## src/rtl/fresh_pkg.sv

```systemverilog
// Shared definitions for the fresh-range stream parser.
//   - ASCII constants used by the line parser
//   - parser section state enum
//   - default bound/ID width
package fresh_pkg;

  localparam int unsigned DEFAULT_ADDR_W = 17;

  localparam logic [7:0] CH_0    = 8'h30;
  localparam logic [7:0] CH_9    = 8'h39;
  localparam logic [7:0] CH_DASH = 8'h2d;
  localparam logic [7:0] CH_LF   = 8'h0a;
  localparam logic [7:0] CH_CR   = 8'h0d;

  typedef enum logic [1:0] {
    S_LOW  = 2'd0,
    S_HIGH = 2'd1,
    S_ID   = 2'd2
  } state_e;

endpackage

```

## src/rtl/dec_accum.sv

```systemverilog
// Decimal multiply-accumulate for one numeric field.
// Ports:
//   clk, rst_n    clock, asynchronous active-low reset
//   i_clr         clear accumulator and digit flag (priority over i_en)
//   i_en          accumulate i_digit (acc = acc*10 + digit)
//   i_digit       BCD digit 0..9
//   o_value       current field value (low ADDR_W bits)
//   o_has_digit   at least one digit accumulated since last clear
//   o_ovf         accumulating i_digit now would exceed 2**ADDR_W-1
module dec_accum
  import fresh_pkg::*;
#(
  parameter int unsigned ADDR_W = DEFAULT_ADDR_W
) (
  input  logic              clk,
  input  logic              rst_n,
  input  logic              i_clr,
  input  logic              i_en,
  input  logic [3:0]        i_digit,
  output logic [ADDR_W-1:0] o_value,
  output logic              o_has_digit,
  output logic              o_ovf
);

  localparam int unsigned AccW = ADDR_W + 4;
  localparam logic [AccW-1:0] MaxVal = {4'b0000, {ADDR_W{1'b1}}};

  logic [AccW-1:0] r_acc;
  logic            r_has;
  logic [AccW-1:0] w_next;

  // r_acc never exceeds MaxVal (the parent clears on overflow), so acc*10+9
  // always fits in AccW bits.
  assign w_next      = (r_acc * AccW'(10)) + AccW'(i_digit);
  assign o_ovf       = (w_next > MaxVal);
  assign o_value     = r_acc[ADDR_W-1:0];
  assign o_has_digit = r_has;

  always_ff @(posedge clk or negedge rst_n) begin
    if (!rst_n) begin
      r_acc <= '0;
      r_has <= 1'b0;
    end else if (i_clr) begin
      r_acc <= '0;
      r_has <= 1'b0;
    end else if (i_en) begin
      r_acc <= w_next;
      r_has <= 1'b1;
    end
  end

endmodule

```

## src/rtl/range_stream_parser.sv

```systemverilog
// Write-side producer for the fresh-range FIFO. Parses "low-high\n" lines, a
// blank line, then "id\n" lines; posts ranges to the FIFO write port and IDs
// on a valid/ready stream.
// Ports:
//   clk, rst_n                       clock, asynchronous active-low reset
//   in_data/in_valid/in_ready        ASCII byte input stream
//   fifo_ready                       FIFO can take a write this cycle
//   wr_en, range_low/high/fresh      FIFO write port (range held while pending)
//   id_valid/id_ready/id_addr        parsed ID output stream
//   ranges_done, err_format, err_overflow   sticky status
//   range_count, id_count            saturating transfer counters
// Build option: RANGE_ORDER_FIX_EN swaps low>high ranges instead of dropping
// them with err_format.
module range_stream_parser
  import fresh_pkg::*;
#(
  parameter int unsigned ADDR_W = DEFAULT_ADDR_W,
  parameter int unsigned CNT_W  = 16
) (
  input  logic              clk,
  input  logic              rst_n,
  input  logic [7:0]        in_data,
  input  logic              in_valid,
  output logic              in_ready,
  input  logic              fifo_ready,
  output logic              wr_en,
  output logic [ADDR_W-1:0] range_low,
  output logic [ADDR_W-1:0] range_high,
  output logic              range_fresh,
  output logic              id_valid,
  input  logic              id_ready,
  output logic [ADDR_W-1:0] id_addr,
  output logic              ranges_done,
  output logic              err_format,
  output logic              err_overflow,
  output logic [CNT_W-1:0]  range_count,
  output logic [CNT_W-1:0]  id_count
);

  state_e            r_state, w_state_d;
  logic              r_bad, w_bad_d;
  logic [ADDR_W-1:0] r_low, w_low_d;
  logic              r_range_pend, w_range_pend_d;
  logic [ADDR_W-1:0] r_rng_low, w_rng_low_d;
  logic [ADDR_W-1:0] r_rng_high, w_rng_high_d;
  logic              r_id_valid, w_id_valid_d;
  logic [ADDR_W-1:0] r_id, w_id_d;
  logic              r_done, w_done_d;
  logic              r_err_fmt, w_err_fmt_d;
  logic              r_err_ovf, w_err_ovf_d;
  logic [CNT_W-1:0]  r_range_count;
  logic [CNT_W-1:0]  r_id_count;

  logic              w_fire;
  logic              w_is_digit;
  logic              w_id_hs;
  logic              w_acc_clr;
  logic              w_acc_en;
  logic [ADDR_W-1:0] w_value;
  logic              w_has_digit;
  logic              w_acc_ovf;

  assign wr_en       = r_range_pend && fifo_ready;
  assign w_id_hs     = r_id_valid && id_ready;
  assign in_ready    = !(r_range_pend && !fifo_ready) && !(r_id_valid && !id_ready);
  assign w_fire      = in_valid && in_ready;
  assign w_is_digit  = (in_data >= CH_0) && (in_data <= CH_9);

  assign range_low    = r_rng_low;
  assign range_high   = r_rng_high;
  assign range_fresh  = r_range_pend;
  assign id_valid     = r_id_valid;
  assign id_addr      = r_id;
  assign ranges_done  = r_done;
  assign err_format   = r_err_fmt;
  assign err_overflow = r_err_ovf;
  assign range_count  = r_range_count;
  assign id_count     = r_id_count;

  dec_accum #(
    .ADDR_W (ADDR_W)
  ) u_dec_accum (
    .clk         (clk),
    .rst_n       (rst_n),
    .i_clr       (w_acc_clr),
    .i_en        (w_acc_en),
    .i_digit     (in_data[3:0]),
    .o_value     (w_value),
    .o_has_digit (w_has_digit),
    .o_ovf       (w_acc_ovf)
  );

  always_comb begin
    w_state_d      = r_state;
    w_bad_d        = r_bad;
    w_low_d        = r_low;
    w_range_pend_d = r_range_pend && !wr_en;
    w_rng_low_d    = r_rng_low;
    w_rng_high_d   = r_rng_high;
    w_id_valid_d   = r_id_valid && !id_ready;
    w_id_d         = r_id;
    w_done_d       = r_done;
    w_err_fmt_d    = r_err_fmt;
    w_err_ovf_d    = r_err_ovf;
    w_acc_clr      = 1'b0;
    w_acc_en       = 1'b0;

    if (w_fire && (in_data != CH_CR)) begin
      if (r_bad) begin
        // Discard the rest of a bad line; its '\n' closes it without posting.
        if (in_data == CH_LF) begin
          w_bad_d   = 1'b0;
          w_acc_clr = 1'b1;
          if (r_state == S_HIGH) w_state_d = S_LOW;
        end
      end else if (w_is_digit) begin
        w_acc_en = 1'b1;
        if (w_acc_ovf) begin
          w_err_ovf_d = 1'b1;
          w_bad_d     = 1'b1;
          w_acc_clr   = 1'b1;
        end
      end else if (in_data == CH_DASH) begin
        w_acc_clr = 1'b1;
        if ((r_state == S_LOW) && w_has_digit) begin
          w_low_d   = w_value;
          w_state_d = S_HIGH;
        end else begin
          w_err_fmt_d = 1'b1;
          w_bad_d     = 1'b1;
        end
      end else if (in_data == CH_LF) begin
        w_acc_clr = 1'b1;
        unique case (r_state)
          S_LOW: begin
            if (!w_has_digit) begin
              w_done_d  = 1'b1;
              w_state_d = S_ID;
            end else begin
              w_err_fmt_d = 1'b1;  // number without '-' in range section
            end
          end
          S_HIGH: begin
            w_state_d = S_LOW;
            if (!w_has_digit) begin
              w_err_fmt_d = 1'b1;
            end else if (r_low > w_value) begin
`ifdef RANGE_ORDER_FIX_EN
              w_range_pend_d = 1'b1;
              w_rng_low_d    = w_value;
              w_rng_high_d   = r_low;
`else
              w_err_fmt_d = 1'b1;
`endif
            end else begin
              w_range_pend_d = 1'b1;
              w_rng_low_d    = r_low;
              w_rng_high_d   = w_value;
            end
          end
          S_ID: begin
            if (w_has_digit) begin
              w_id_valid_d = 1'b1;
              w_id_d       = w_value;
            end
          end
          default: w_state_d = S_LOW;
        endcase
      end else begin
        w_err_fmt_d = 1'b1;
        w_bad_d     = 1'b1;
        w_acc_clr   = 1'b1;
      end
    end
  end

  always_ff @(posedge clk or negedge rst_n) begin
    if (!rst_n) begin
      r_state       <= S_LOW;
      r_bad         <= 1'b0;
      r_low         <= '0;
      r_range_pend  <= 1'b0;
      r_rng_low     <= '0;
      r_rng_high    <= '0;
      r_id_valid    <= 1'b0;
      r_id          <= '0;
      r_done        <= 1'b0;
      r_err_fmt     <= 1'b0;
      r_err_ovf     <= 1'b0;
      r_range_count <= '0;
      r_id_count    <= '0;
    end else begin
      r_state      <= w_state_d;
      r_bad        <= w_bad_d;
      r_low        <= w_low_d;
      r_range_pend <= w_range_pend_d;
      r_rng_low    <= w_rng_low_d;
      r_rng_high   <= w_rng_high_d;
      r_id_valid   <= w_id_valid_d;
      r_id         <= w_id_d;
      r_done       <= w_done_d;
      r_err_fmt    <= w_err_fmt_d;
      r_err_ovf    <= w_err_ovf_d;
      if (wr_en && (r_range_count != '1)) r_range_count <= r_range_count + 1'b1;
      if (w_id_hs && (r_id_count != '1))  r_id_count    <= r_id_count + 1'b1;
    end
  end

endmodule

```

## config.mk

```make
export PLATFORM = sky130hd
export DESIGN_NAME = range_stream_parser
export DESIGN_NICKNAME = d
export VERILOG_FILES = /design/src/rtl/fresh_pkg.sv /design/src/rtl/dec_accum.sv /design/src/rtl/range_stream_parser.sv
export SDC_FILE = /design/constraint.sdc
export NUM_CORES = 1
export LEC_CHECK = 0
export CAP_MARGIN = 20
export CORE_MARGIN = 2
export CORE_UTILIZATION = 50
export CTS_CLUSTER_SIZE = 24
export DETAILED_ROUTE_END_ITERATION = 16
export PLACE_DENSITY_LB_ADDON = 0.05
export SETUP_SLACK_MARGIN = 0.15
export SLEW_MARGIN = 20
export SYNTH_ARGS = -nofsm -noshare
export SYNTH_HDL_FRONTEND = slang
export SYNTH_SLANG_ARGS = --single-unit
```

## constraint.sdc

```tcl
create_clock -name clk -period 3.9 [get_ports clk]
set_input_delay 0.78 -clock clk [delete_from_list [all_inputs] [get_ports clk]]
set_output_delay 0.78 -clock clk [all_outputs]
set_load 0.02 [all_outputs]
```

# After elaboration in Yosys (flattened, before gate mapping)

Cells that the tools add are included.

$add $sub $neg: 3
Multiply operators: 1
Divide/modulo/power cells: 0
Magnitude comparators: 4
Equality and inequality tests: 17
Shift operators: 0
Mux-type cells: 48
Bitwise gates (word level): 5
Reductions and logical operators: 27

Operators with widths:

| kind                                                               | count |
|---|---|
| 2-to-1 mux 21 bit                                                  | 2 |
| 2-to-1 mux 1 bit                                                   | 36 |
| adder 16 x 1 -> 16 bit (second input constant)                     | 2 |
| inequality test 16 bit (second input constant)                     | 2 |
| adder 21 x 4 -> 21 bit                                             | 1 |
| > comparator 21 x 17 -> 1 bit (second input constant)              | 1 |
| multiplier 21 x 3 -> 20 bit (second input constant)                | 1 |
| AND reduction 7 bit                                                | 3 |
| > comparator 17 bit                                                | 1 |
| 2-to-1 mux 2 bit                                                   | 8 |
| AND reduction 8 bit                                                | 2 |
| logical AND 1 bit                                                  | 12 |
| == test 8 x 4 -> 1 bit (second input constant)                     | 1 |
| == test 8 x 6 -> 1 bit (second input constant)                     | 1 |
| greater-or-equal comparator 8 x 6 -> 1 bit (second input constant) | 1 |
| <= comparator 8 x 6 -> 1 bit (second input constant)               | 1 |
| inequality test 8 x 4 -> 1 bit (second input constant)             | 1 |
| zero test 1 bit                                                    | 5 |
| inequality test 5 bit (second input constant)                      | 1 |
| NOT 1 bit                                                          | 5 |
| AND reduction 5 bit                                                | 1 |
| inequality test 2 x 1 -> 1 bit (second input constant)             | 2 |
| inequality test 2 bit (second input constant)                      | 2 |
| inequality test 4 x 1 -> 1 bit (second input constant)             | 1 |
| 11 further kinds                                                   | 12 |

Bits in registers: 130
Bits in latches: 0
Memory bits (writable): 0
Memory bits (read-only): 0
Output and inout port bits: 90
Memories: 0

# Depth between registers and ports, before layout

Depth in word-level cells: 11
Mapped depth: 13

# Modules after synthesis

From an unflattened synthesis, not the netlist that was laid out.

Cell total of the unflattened synthesis: 725
Area total of the unflattened synthesis: 7697.4 µm²

Modules (own cells, without submodules):

| module              | instances | cells an instance | area each (µm²) |
|---|---|---|---|
| range_stream_parser | 1         | 423               | 5023.6 |
| dec_accum           | 1         | 302               | 2673.8 |

# Worst setup path before layout

No wires, ideal clock.

Kind: reg2reg
Start point: register u_dec_accum.r_acc[1]
End point: register u_dec_accum.r_acc[13]
Setup time: 0.074 ns
Arrival time: 3.872 ns
Required time: 3.826 ns
Path slack: -0.046 ns
Stages on the path, launching flop included: 14
Clock period less this slack: 3.946 ns
Path through: dfrtp_1 -> ha_1 -> ha_1 -> fa_1 -> nand2_1 -> or2_4 -> or4_4 -> a2111oi_4 -> nand4b_1 -> or4_1 -> a21oi_2 -> o21ai_2 -> buf_6 -> o21ai_2

Word-level cells in the longest chain between the ends: 8

RTL lines:

| item                                                           | RTL line                   | RTL |
|---|---|---|
| from (decl)                                                    | dec_accum.sv:28            | `logic [AccW-1:0] r_acc;` |
| from (signal assigned)                                         | dec_accum.sv:47            | `r_acc <= w_next;` |
| multiplier 21 x 3 -> 20 bit (*)                                | dec_accum.sv:34            | `assign w_next = (r_acc * AccW'(10)) + AccW'(i_digit);` |
| adder 21 x 4 -> 21 bit (*)                                     | dec_accum.sv:34            |  |
| > comparator 21 x 17 -> 1 bit                                  | dec_accum.sv:35            | `assign o_ovf = (w_next > MaxVal);` |
| 2-to-1 mux 1 bit                                               | range_stream_parser.sv:118 | `if (w_acc_ovf) begin` |
| 2-to-1 mux 1 bit                                               | range_stream_parser.sv:116 | `end else if (w_is_digit) begin` |
| 2-to-1 mux 1 bit                                               | range_stream_parser.sv:109 | `if (r_bad) begin` |
| 2-to-1 mux 1 bit                                               | range_stream_parser.sv:108 | `if (w_fire && (in_data != CH_CR)) begin` |
| 2-to-1 mux 21 bit / nonzero test 2 bit (equally long branches) | n/a                        |  |

Every way passes the cells marked *; elsewhere a longest branch is shown, timed or not. The select of a mux whose other input is x is not followed.
A chain may end at the register's enable or synchronous reset.

# Final worst setup path

Start point: register u_dec_accum.r_acc[3]
End point: register u_dec_accum.r_acc[14]

Same word-level chain as after synthesis.

==> impl_metrics.csv <==
group,metric,value,unit
drt,vias,5844,
clock_network,cts_buffers,17,
global_routing,use_met2,40.37,%
run_status,outcome,"finished, violations left",
power,ir_drop,0.2604,mV
power,p_leak,0.004721,µW
timing,setup_viol,6,
global_routing,antenna_found_initial,0,
timing,timing.final.ws_setup,-0.03416,ns
clock_network,htreeDepth,4,
placement,gp_congestion,0.8437,
synth,synthTopCellsByArea,"dfrtp_1 44%, mux2_2 11%, ha_1 9.4%",
clock_network,ctsLongestPathBuffers,2,
critical_path,reg2reg_from,"u_dec_accum.r_acc[3]",
synth,synthFlopType,"dfrtp_1",
global_routing,grtUsageTotal,22.91,%
timing,hold_viol,0,
floorplan,die_w,124.9,µm
critical_path,critPathLaunchType,"flip-flop",
timing,rsz0062_at_grt,"true",
synth,synth.distinct_cells,71,
timing,skew,0.006333,ns
finish,final_layout_size_suffix_gt1_share,27.35,%
drt,dr.pass1.iters,4,
timing,drv_slew,0,
finish,design_area,9920,µm²
floorplan,rows,44,
clock_network,cts_sinks,129,
floorplan,ios,103,
synth,synth_top_area_cell,"dfrtp_1",
timing,maxSlewHeadroom,50.32,%
hold_path,hold_class,"in -> async",
critical_path,crit_type,"reg -> reg",
run_status,violations,"negative setup slack",
global_routing,grt_use_met1,29.14,%
global_routing,busiest_layer,"met2",
drt,drtIter0Drc,261,
critical_path,critPathLaunch,"u_dec_accum.r_acc[3]",
floorplan,start_util,50.69,%
timing,fin_crit,3.934,ns
clock_network,clk_pin_slew,0.06,ns
drt,drt.antenna.violating_nets,0,
synth,yosysMostFrequentCell,"dfrtp_1",
timing,max_clock_freq,254.2,MHz
placement,placed_area,9067,µm²
synth,async_flop_share,100.0,%
drt,routed_wl,17340,µm
synth,synthTopCellsByCount,"129 x dfrtp_1, 69 x mux2_2, 55 x ha_1",
clock_network,cts_tree,"built",
placement,dp_hpwl,12670,µm
timing,tightest_slew,0.7451,ns
floorplan,dieArea,15610,µm²
timing,finalCritPeriodShare,100.9,%
finish,syn2layout_area_growth,35.66,%
timing,fin_tns_setup,-0.08427,ns
power,power_density,300.0,nW/µm²
clock_network,clk_latency,0.42,ns
clock_network,root_buffer,"clkbuf_16",
global_routing,first_global_vias,5952,
synth,avgSynthCellArea,10.86,µm²
synth,synth_top_area_share,44.15,%
synth,synth_edf_count,0,
global_routing,grt_start_max_net_pins,61,
drt,wl_per_cell,16.39,µm
synth,yosysSeqAreaShare,44.15,%
synth,syn_area,7312,µm²
flow_run,maxCapViolCount,0,
finish,fin_nets,931,
global_routing,globalRouteOverflowTotal,0,
synth,syn-instance-count,673,
placement,io_buffer_count,102,
critical_path,crit_arrival,4.28,ns
finish,antenna-diode-count,0,
synth,synth-seq-cells,129,
floorplan,die_h,124.9,µm
synth,ys.warnings.count,0,
critical_path,crit_fanout,6,
global_routing,use_met3,4.579,%
critical_path,critPathRequiredTime,4.25,ns
global_routing,grt_pass1_wl,28970,µm
drt,drc_errors,0,
floorplan,core,14420,µm²
synth,synth_nets,743,
drt,viasPerCell,5.524,
critical_path,end_kind,"flip-flop",
path summary, 6_finish.rpt:
path / slack (ns) / cells after the start / end
max: -0.03 / 14 / u_dec_accum.r_acc[14]
min: 0.42 / 1 / range_high[12]
max reg2reg: -0.03 / 14 / u_dec_accum.r_acc[14]
min reg2reg: 0.47 / 1 / ranges_done
max in group asynchronous: 2.71 / 2 / range_count[3]
min in group clk: 0.47 / 1 / ranges_done
metal layers:
| metal | part of all wire [%] | up-vias |
|---|---|---|
| met3 | 4.3 | 16 |
| met2 | 51 | 142 |
| met5 | 0 | - |
| met4 | 1.2 | 0 |
| li1 | - | 2813 |
| met1 | 44 | 2873 |
cell families (layout without fill, tap and decap cells):
family,Yosys count,in the layout,share of synthesized area (%)
and+or+nand+nor,192,192,13.72
buffers and inverters,48,249,2.806
adders and majority gates,57,57,9.959
AOI/OAI and AO/OA,125,125,12.37
muxes,70,70,10.76
xor gates and xnor gates,52,52,6.229
DFF,129,129,44.15
timing repair:
item	in CTS	in global routing
gates resized for setup	29	13
setup endpoints to repair	20	20
hold endpoints to repair	0	0
cloned	0	0
hold buffers	0	0
buffers inserted	10	4
pin swaps	15	5
final cells by class:
class / instances / area [µm²]
clock buffers: 17 / 425.4
well taps: 184 / 230.2
clock inverters: 15 / 160.2
inverters: 31 / 116.4
multi-input cells: 496 / 4040
flip-flops and latches: 129 / 3231
fillers: 1094 / 4504
repair buffers: 186 / 1717
metrics by stage:
step	instances	util (%)	worst slack, ns	hold slack (ns)	total power [µW]
2_1_floorplan	673	-	0.1452	0.4603	1383
3_3_place_gp	1012	62.86	-0.09783	0.4641	1435
3_5_place_dp	1012	62.86	-0.1658	0.4594	1437
4_1_cts	1054	68.08	0.006056	0.4469	3002
5_1_grt	1058	68.77	-0.1658	0.4840	3078
6_report	1058	68.77	-0.03416	0.4157	2976
cells in the final DEF, fill, tap and decap left out, types with 6 or more instances in the layout:
cell	instances
a21o_1	13
a21oi_1	15
and2_1	7
buf_4	74
buf_6	8
clkbuf_16	17
clkdlybuf4s50_1	101
dfrtp_1	127
ha_1	52
inv_1	31
mux2_2	69
nand2_1	47
nand3_1	24
nand4_1	7
nor2_1	37
nor2b_1	6
nor3_1	12
nor3b_1	8
o21a_1	7
o21ai_0	23
o21ai_2	18
xnor2_1	37
xor2_1	15
flip-flops by register name, indices dropped and copies added (netlist names):
register	cells
id_valid	1
u_dec_accum.r_acc	20
r_state	2
err_overflow	1
range_high	17
id_addr	17
range_fresh	1
err_format	1
u_dec_accum.o_has_digit	1
id_count	16
range_count	16
r_low	17
r_bad	1
ranges_done	1
range_low	17
power breakdown:
group          leakage [µW]  switching (µW)  internal [µW]
registers           0.00178            1.68           1340
logic               0.00266            44.0           25.5
clock network      0.000284             617            947
worst max-delay path, stage by stage (launching register included):
cell	delay, ns
dfrtp_2	0.43
ha_4	0.25
ha_4	0.16
fa_2	0.56
nand2_2	0.07
or2_4	0.23
or4_4	0.54
a2111oi_4	0.23
nand4b_1	0.19
or4_4	0.46
a21oi_4	0.20
o21ai_4	0.12
buf_4	0.19
buf_6	0.11
o21ai_2	0.12
Power figures use the tool's default switching activity.
